===== config.mk =====
export PLATFORM = sky130hd
export DESIGN_NAME = instr_encoder_flat
export DESIGN_NICKNAME = d
export VERILOG_FILES = /design/src/rtl/instr_encoder_if.sv /design/src/rtl/instr_encoder.sv /design/src/flat_wrapper.sv
export SDC_FILE = /design/constraint.sdc
export NUM_CORES = 1
export LEC_CHECK = 0
export BUFFER_PORTS_ARGS = -buffer_cell sky130_fd_sc_hd__buf_4
export CORE_UTILIZATION = 40
export DETAILED_ROUTE_END_ITERATION = 12
export PLACE_DENSITY = 0.74
export SETUP_SLACK_MARGIN = 0.4
export SLEW_MARGIN = 20
export SYNTH_ARGS = -nofsm -noshare
export SYNTH_HDL_FRONTEND = slang
export SYNTH_SLANG_ARGS = --single-unit

===== constraint.sdc =====
create_clock -name clk -period 1.95 [get_ports clk]
set_clock_uncertainty 0.2 [all_clocks]
set_input_delay 0.195 -clock clk [delete_from_list [all_inputs] [get_ports clk]]
set_output_delay 0.195 -clock clk [all_outputs]
set_load 0.01 [all_outputs]

===== src/rtl/instr_encoder_if.sv =====
// Handshake bundle for instr_encoder.
//   Field input : in_valid/in_ready plus in_op, in_rs1, in_rs2, in_rd, in_gen, in_target
//   Memory write: imem_valid/imem_ready plus imem_addr, imem_wdata
// master = program source / instruction memory side, slave = encoder.
// Widths come from `INDEX_BIT and `INSTR_BIT (normally CONSTANT.v); the
// fallbacks below match the reference configuration.
`ifndef INDEX_BIT
`define INDEX_BIT 5
`endif
`ifndef INSTR_BIT
`define INSTR_BIT 8
`endif

interface instr_encoder_if;
    logic                        in_valid;
    logic                        in_ready;
    logic [2:0]                  in_op;
    logic [`INDEX_BIT-1:0]       in_rs1;
    logic [`INDEX_BIT-1:0]       in_rs2;
    logic [`INDEX_BIT-1:0]       in_rd;
    logic [28-3*`INDEX_BIT:0]    in_gen;
    logic [`INSTR_BIT-1:0]       in_target;
    logic                        imem_valid;
    logic                        imem_ready;
    logic [`INSTR_BIT-1:0]       imem_addr;
    logic [31:0]                 imem_wdata;

    modport master (
        output in_valid, in_op, in_rs1, in_rs2, in_rd, in_gen, in_target,
        input  in_ready,
        input  imem_valid, imem_addr, imem_wdata,
        output imem_ready
    );

    modport slave (
        input  in_valid, in_op, in_rs1, in_rs2, in_rd, in_gen, in_target,
        output in_ready,
        output imem_valid, imem_addr, imem_wdata,
        input  imem_ready
    );
endinterface


===== src/rtl/instr_encoder.sv =====
// instr_encoder: packs instruction fields into 32-bit words and writes them
// sequentially into instruction memory starting at address 0.
//   clk, rst       : rising-edge clock, synchronous active-high reset
//   start          : begins a new program load (ignored while running)
//   bus (slave)    : field-input handshake and memory-write handshake
//   busy           : high while loading
//   done           : program ended with a done word
//   overflow       : sticky, memory filled without a done word
//   prog_len       : number of words written
//   checksum       : running XOR of written words when ENCODER_CHECKSUM_EN
//                    is defined, otherwise tied to 0
// A single output register holds the word being written; a new field set
// can be accepted in the same cycle the held word is written.
`ifndef INDEX_BIT
`define INDEX_BIT 5
`endif
`ifndef INSTR_BIT
`define INSTR_BIT 8
`endif

module instr_encoder (
    input  logic                  clk,
    input  logic                  rst,
    input  logic                  start,
    instr_encoder_if.slave        bus,
    output logic                  busy,
    output logic                  done,
    output logic                  overflow,
    output logic [`INSTR_BIT:0]   prog_len,
    output logic [31:0]           checksum
);
    localparam int AB = `INSTR_BIT;
    localparam logic [AB-1:0] LAST_ADDR = '1;

    typedef enum logic [1:0] {IDLE, RUN, FINISHED} state_t;

    state_t          state, state_nxt;
    logic            wvalid;
    logic [AB-1:0]   waddr;
    logic [31:0]     wdata;
    logic            pend_done;
    logic            last_pending;
    logic            wr_fire;
    logic            accept;
    logic            restart;
    logic [31:0]     enc_word;

    assign bus.imem_valid = wvalid;
    assign bus.imem_addr  = waddr;
    assign bus.imem_wdata = wdata;

    // waddr always points at the next slot to write, so the held word sits
    // at waddr; the final word of a program blocks further accepts.
    assign last_pending = wvalid && (pend_done || waddr == LAST_ADDR);
    assign wr_fire      = wvalid && bus.imem_ready;
    assign bus.in_ready = (state == RUN) && (!wvalid || bus.imem_ready) && !last_pending;
    assign accept       = bus.in_valid && bus.in_ready;
    assign restart      = start && (state != RUN);
    assign busy         = (state == RUN);

    always_comb begin
        enc_word = {bus.in_op, bus.in_rs1, bus.in_rs2, bus.in_rd, bus.in_gen};
        if (bus.in_op == 3'b111)
            enc_word = {3'b111, 29'b0};
        else if (bus.in_op == 3'b110)
            enc_word = {3'b110, bus.in_target, {(29-AB){1'b0}}};
    end

    always_ff @(posedge clk) begin
        if (rst) state <= IDLE;
        else     state <= state_nxt;
    end

    always_comb begin
        state_nxt = state;
        unique case (state)
            IDLE:     if (start) state_nxt = RUN;
            // writing the last pending word (done or last address) ends the load
            RUN:      if (wr_fire && last_pending) state_nxt = FINISHED;
            FINISHED: if (start) state_nxt = RUN;
            default:  state_nxt = IDLE;
        endcase
    end

    always_ff @(posedge clk) begin
        if (rst) begin
            wvalid    <= 1'b0;
            waddr     <= '0;
            wdata     <= '0;
            pend_done <= 1'b0;
            prog_len  <= '0;
            done      <= 1'b0;
            overflow  <= 1'b0;
        end else if (restart) begin
            // discard any buffered word and restart at address 0
            wvalid    <= 1'b0;
            waddr     <= '0;
            pend_done <= 1'b0;
            prog_len  <= '0;
            done      <= 1'b0;
            overflow  <= 1'b0;
        end else begin
            if (wr_fire) begin
                waddr    <= waddr + AB'(1);
                prog_len <= prog_len + (AB+1)'(1);
                if (pend_done)
                    done <= 1'b1;
                else if (waddr == LAST_ADDR)
                    overflow <= 1'b1;
            end
            if (accept) begin
                wvalid    <= 1'b1;
                wdata     <= enc_word;
                pend_done <= (bus.in_op == 3'b111);
            end else if (wr_fire) begin
                wvalid    <= 1'b0;
            end
        end
    end

`ifdef ENCODER_CHECKSUM_EN
    logic [31:0] csum;
    always_ff @(posedge clk) begin
        if (rst || restart) csum <= '0;
        else if (wr_fire)   csum <= csum ^ wdata;
    end
    assign checksum = csum;
`else
    assign checksum = '0;
`endif

endmodule


===== src/flat_wrapper.sv =====
// flat-port wrapper written by rule: the top's interface ports become plain ports
module instr_encoder_flat 
  (clk, rst, start, busy, done, overflow, prog_len, checksum, bus_in_valid, bus_in_op, bus_in_rs1, bus_in_rs2, bus_in_rd, bus_in_gen, bus_in_target, bus_in_ready, bus_imem_valid, bus_imem_addr, bus_imem_wdata, bus_imem_ready);
  instr_encoder_if bus_i ();
  input  logic clk;
  input  logic rst;
  input  logic start;
  output logic busy;
  output logic done;
  output logic overflow;
  output logic [`INSTR_BIT:0] prog_len;
  output logic [31:0] checksum;
  input wire logic [$bits(bus_i.in_valid)-1:0] bus_in_valid;
  input wire logic [$bits(bus_i.in_op)-1:0] bus_in_op;
  input wire logic [$bits(bus_i.in_rs1)-1:0] bus_in_rs1;
  input wire logic [$bits(bus_i.in_rs2)-1:0] bus_in_rs2;
  input wire logic [$bits(bus_i.in_rd)-1:0] bus_in_rd;
  input wire logic [$bits(bus_i.in_gen)-1:0] bus_in_gen;
  input wire logic [$bits(bus_i.in_target)-1:0] bus_in_target;
  output wire logic [$bits(bus_i.in_ready)-1:0] bus_in_ready;
  output wire logic [$bits(bus_i.imem_valid)-1:0] bus_imem_valid;
  output wire logic [$bits(bus_i.imem_addr)-1:0] bus_imem_addr;
  output wire logic [$bits(bus_i.imem_wdata)-1:0] bus_imem_wdata;
  input wire logic [$bits(bus_i.imem_ready)-1:0] bus_imem_ready;
  assign bus_i.in_valid = bus_in_valid;
  assign bus_i.in_op = bus_in_op;
  assign bus_i.in_rs1 = bus_in_rs1;
  assign bus_i.in_rs2 = bus_in_rs2;
  assign bus_i.in_rd = bus_in_rd;
  assign bus_i.in_gen = bus_in_gen;
  assign bus_i.in_target = bus_in_target;
  assign bus_in_ready = bus_i.in_ready;
  assign bus_imem_valid = bus_i.imem_valid;
  assign bus_imem_addr = bus_i.imem_addr;
  assign bus_imem_wdata = bus_i.imem_wdata;
  assign bus_i.imem_ready = bus_imem_ready;
  instr_encoder u_core (.clk(clk), .rst(rst), .start(start), .bus(bus_i), .busy(busy), .done(done), .overflow(overflow), .prog_len(prog_len), .checksum(checksum));
endmodule

==> results.ini <==
[drt]
final_antenna_net_count = 0
drt_drc_violations_left = 0
dr_total_vias = 2673
avgViaCountPerCell = 5.20
drt-wirelength-per-cell_um = 15.3
firstDrtPassIters = 4
detail_route.iter0.violations = 71
route.final.wire_length_um = 7880

[clock_network]
tritoncts.num_buffers = 5
cts.htree.levels = 2
clock-sinks = 55
ctsLongestPathBuffers = 2
clkLatencyLatePin_ps = 300
cts_tree = done
path_clk_slew_ps = 100
cts_root_buf = sky130_fd_sc_hd__clkbuf_8

[synth]
netlist.top_cell.by_area = sky130_fd_sc_hd__dfxtp_1
synthMostInstantiatedCell = sky130_fd_sc_hd__dfxtp_1
post_synth_main_area_contributors = sky130_fd_sc_hd__dfxtp_1 (43%), sky130_fd_sc_hd__a21oi_1 (9.5%), sky130_fd_sc_hd__buf_4 (9.3%), sky130_fd_sc_hd__nand4_1 (5.8%), sky130_fd_sc_hd__o21ai_0 (4.8%)
syn_area_per_cell_um2 = 8.34
synthDistinctLibCells = 33
synth_top_flop_cell = sky130_fd_sc_hd__dfxtp_1
synthesis.area_mm2 = 0.00259
yosys.area.top_type_share_pct = 42.6
synth-seq-cells = 55
synth_enable_flop_cells = 0
synth.yosys.seq_area_share_pct = 42.6
synthesis.instances = 310
synthArstFlopShare_pct = 0
ys_warn_count = 0
ys_top_cells_by_count = sky130_fd_sc_hd__dfxtp_1 (55), sky130_fd_sc_hd__a21oi_1 (49), sky130_fd_sc_hd__buf_4 (32), sky130_fd_sc_hd__o21ai_0 (25), sky130_fd_sc_hd__nand4_1 (24)

[finish]
flow.area_growth_from_synthesis_pct = 60.3
post_route_cells_drive_above_1_share_pct = 41.5
finalNetCount = 486
stdcell_count = 514
layout.core_utilization_pct = 68.4
diodes = 0

[global_route]
antenna_found_initial = 0
grt_max_degree = 35
grt-ovfl-total = 0
grt_usage_pct = 23.0
grt_first_pass_wirelength_um = 12000
grt_pass1_vias = 2530

[placement]
port_buffers = 98
setup_slack_after_placement_ps = 139
gpl.final_weighted_congestion = 0.742
dp_cells = 467
place.detailed.hpwl_um = 4500

[floorplanning]
floorplan.initialDensity_pct = 42.7
dieWidth_um = 82.4
die_h_um = 82.4
design.core.area_mm2 = 0.00606
dieArea_mm2 = 0.00679
floorplan.rows = 28
io_pins = 131

[setup_path]
crit_path_start_kind = flop
timing.critical_path.fanout_max = 4
critical_path_class = flop to output pin
critPathRequiredTime_ps = 1550
cp.arrival_ps = 1490
critical_path.endpoint_type = output pin

[flow_run]
maxCapViolCount = 0

[sta]
setup_viol_count_final = 0
rsz0062_at_grt = true
timing.slew.headroom_pct = 65.1
final_critical_path_setup_slack_ps = 60.5
share_of_the_clock_period_used_by_the_worst_path_after_layout_pct = 96.9
post_layout_minimum_cycle_time_ps = 1890
timing.fmax_mhz = 529
timing_worst_slew_pin_value_ps = 521
finalSetupTns_ps = 0
report.final.slew_viol_count = 0
final-hold-violation-count = 0
final.hold.worst_slack_ps = 29.2

[min_path]
holdCritPathClass = primary input to flop

[outcome]
outcome = complete, no violations

[pwr]
total_leakage_power_nw = 1.69
vdd.ir_drop.worst_uv = 413
power-per-cell-area_mw_per_mm2 = 530

-- cells by family (layout without fill, tap and decap cells) --
kind of cell | count (synthesis) | in the layout | synth area share (%)
XOR/XNOR | 14 | 14 | 4.74
AND/OR/NAND/NOR | 91 | 91 | 19.4
flip-flops | 55 | 55 | 42.6
AO/OA/AOI/OAI | 89 | 89 | 18.5
adder cells (fa/ha/maj) | 2 | 2 | 0.967
buffers and inverters | 58 | 156 | 13.7
other | 1 | 32 | 0.145
-- worst paths after layout --
path,start,end,slack [ps],cells after the start
worst max-delay path,u_core.bus.imem_addr[0],bus_in_ready,60,5
worst min-delay path,bus_in_rs2[2],u_core.bus.imem_wdata[21],30,3
worst max register to register,u_core.bus.imem_addr[0],u_core.bus.imem_wdata[19],60,9
worst min register to register,u_core.bus.imem_wdata[13],u_core.bus.imem_wdata[13],270,2
-- final cells by class --
type / count / area (µm²)
multi-input combinational: 228 / 1470
fill: 479 / 1910
clock inverter: 1 / 5.00
sequential: 55 / 1120
clock buffer: 6 / 82.6
tap: 75 / 93.8
timing repair buffer: 148 / 1370
inverter: 1 / 3.75
-- flip-flops by register name (all words and copies together), names as in the netlist --
register / flops
u_core.bus.imem_wdata: 32
u_core.prog_len: 9
u_core.bus.imem_addr: 8
u_core.state: 2
u_core.bus.imem_valid: 1
u_core.done: 1
u_core.overflow: 1
u_core.pend_done: 1
-- where the power goes --
group          internal (mW)  switching [mW]  leakage [nW]
combinational          0.189           0.190          1.20
clock                  0.280           0.364        0.0470
sequential              1.15          0.0253         0.451
-- per-stage QoR --
step                power [mW]  instance area [µm²]
global route              2.29                 4150
detailed placement        1.51                 3310
global placement          1.50                 3310
finish                    2.20                 4150
CTS                       2.19                 3930
floorplan                 1.40                 2750
-- critical path: stages (launching register included) --
cell	delay (ps)
sky130_fd_sc_hd__dfxtp_4	370
sky130_fd_sc_hd__ha_4	150
sky130_fd_sc_hd__and3_4	180
sky130_fd_sc_hd__and3_4	180
sky130_fd_sc_hd__a211oi_2	160
sky130_fd_sc_hd__buf_4	150
-- timing repair --
item                                    in CTS  in global routing
pin swaps                                   16                 41
hold endpoints to repair                    26                  0
buffers inserted                             8                  0
gates resized for setup                     52                 34
endpoints found under the setup margin      44                 45
cloned                                       4                  3
hold buffers                                25                  0
-- per-layer routing --
metal | global-route usage, % | vias up | part of all wire (%)
met5 | 0 | - | 0
met4 | 6.14 | 0 | 0.48
met3 | 6.92 | 5 | 7.1
met2 | 38.6 | 92 | 51
met1 | 28.6 | 1282 | 41
li1 | - | 1294 | -
-- placed cells by master (no fill, tap or decap), types with 10 or more instances in the layout --
master / netlist / final
sky130_fd_sc_hd__xor2_1: 10 / 10
sky130_fd_sc_hd__nand4_1: 24 / 24
sky130_fd_sc_hd__dlygate4sd3_1: 0 / 25
sky130_fd_sc_hd__dfxtp_1: 55 / 47
sky130_fd_sc_hd__nor2_1: 19 / 19
sky130_fd_sc_hd__buf_4: 32 / 107
sky130_fd_sc_hd__a21oi_1: 49 / 41
sky130_fd_sc_hd__conb_1: 1 / 32
sky130_fd_sc_hd__o21ai_2: 0 / 20
sky130_fd_sc_hd__nand2_1: 16 / 15
(Power assumes the default switching activity.)
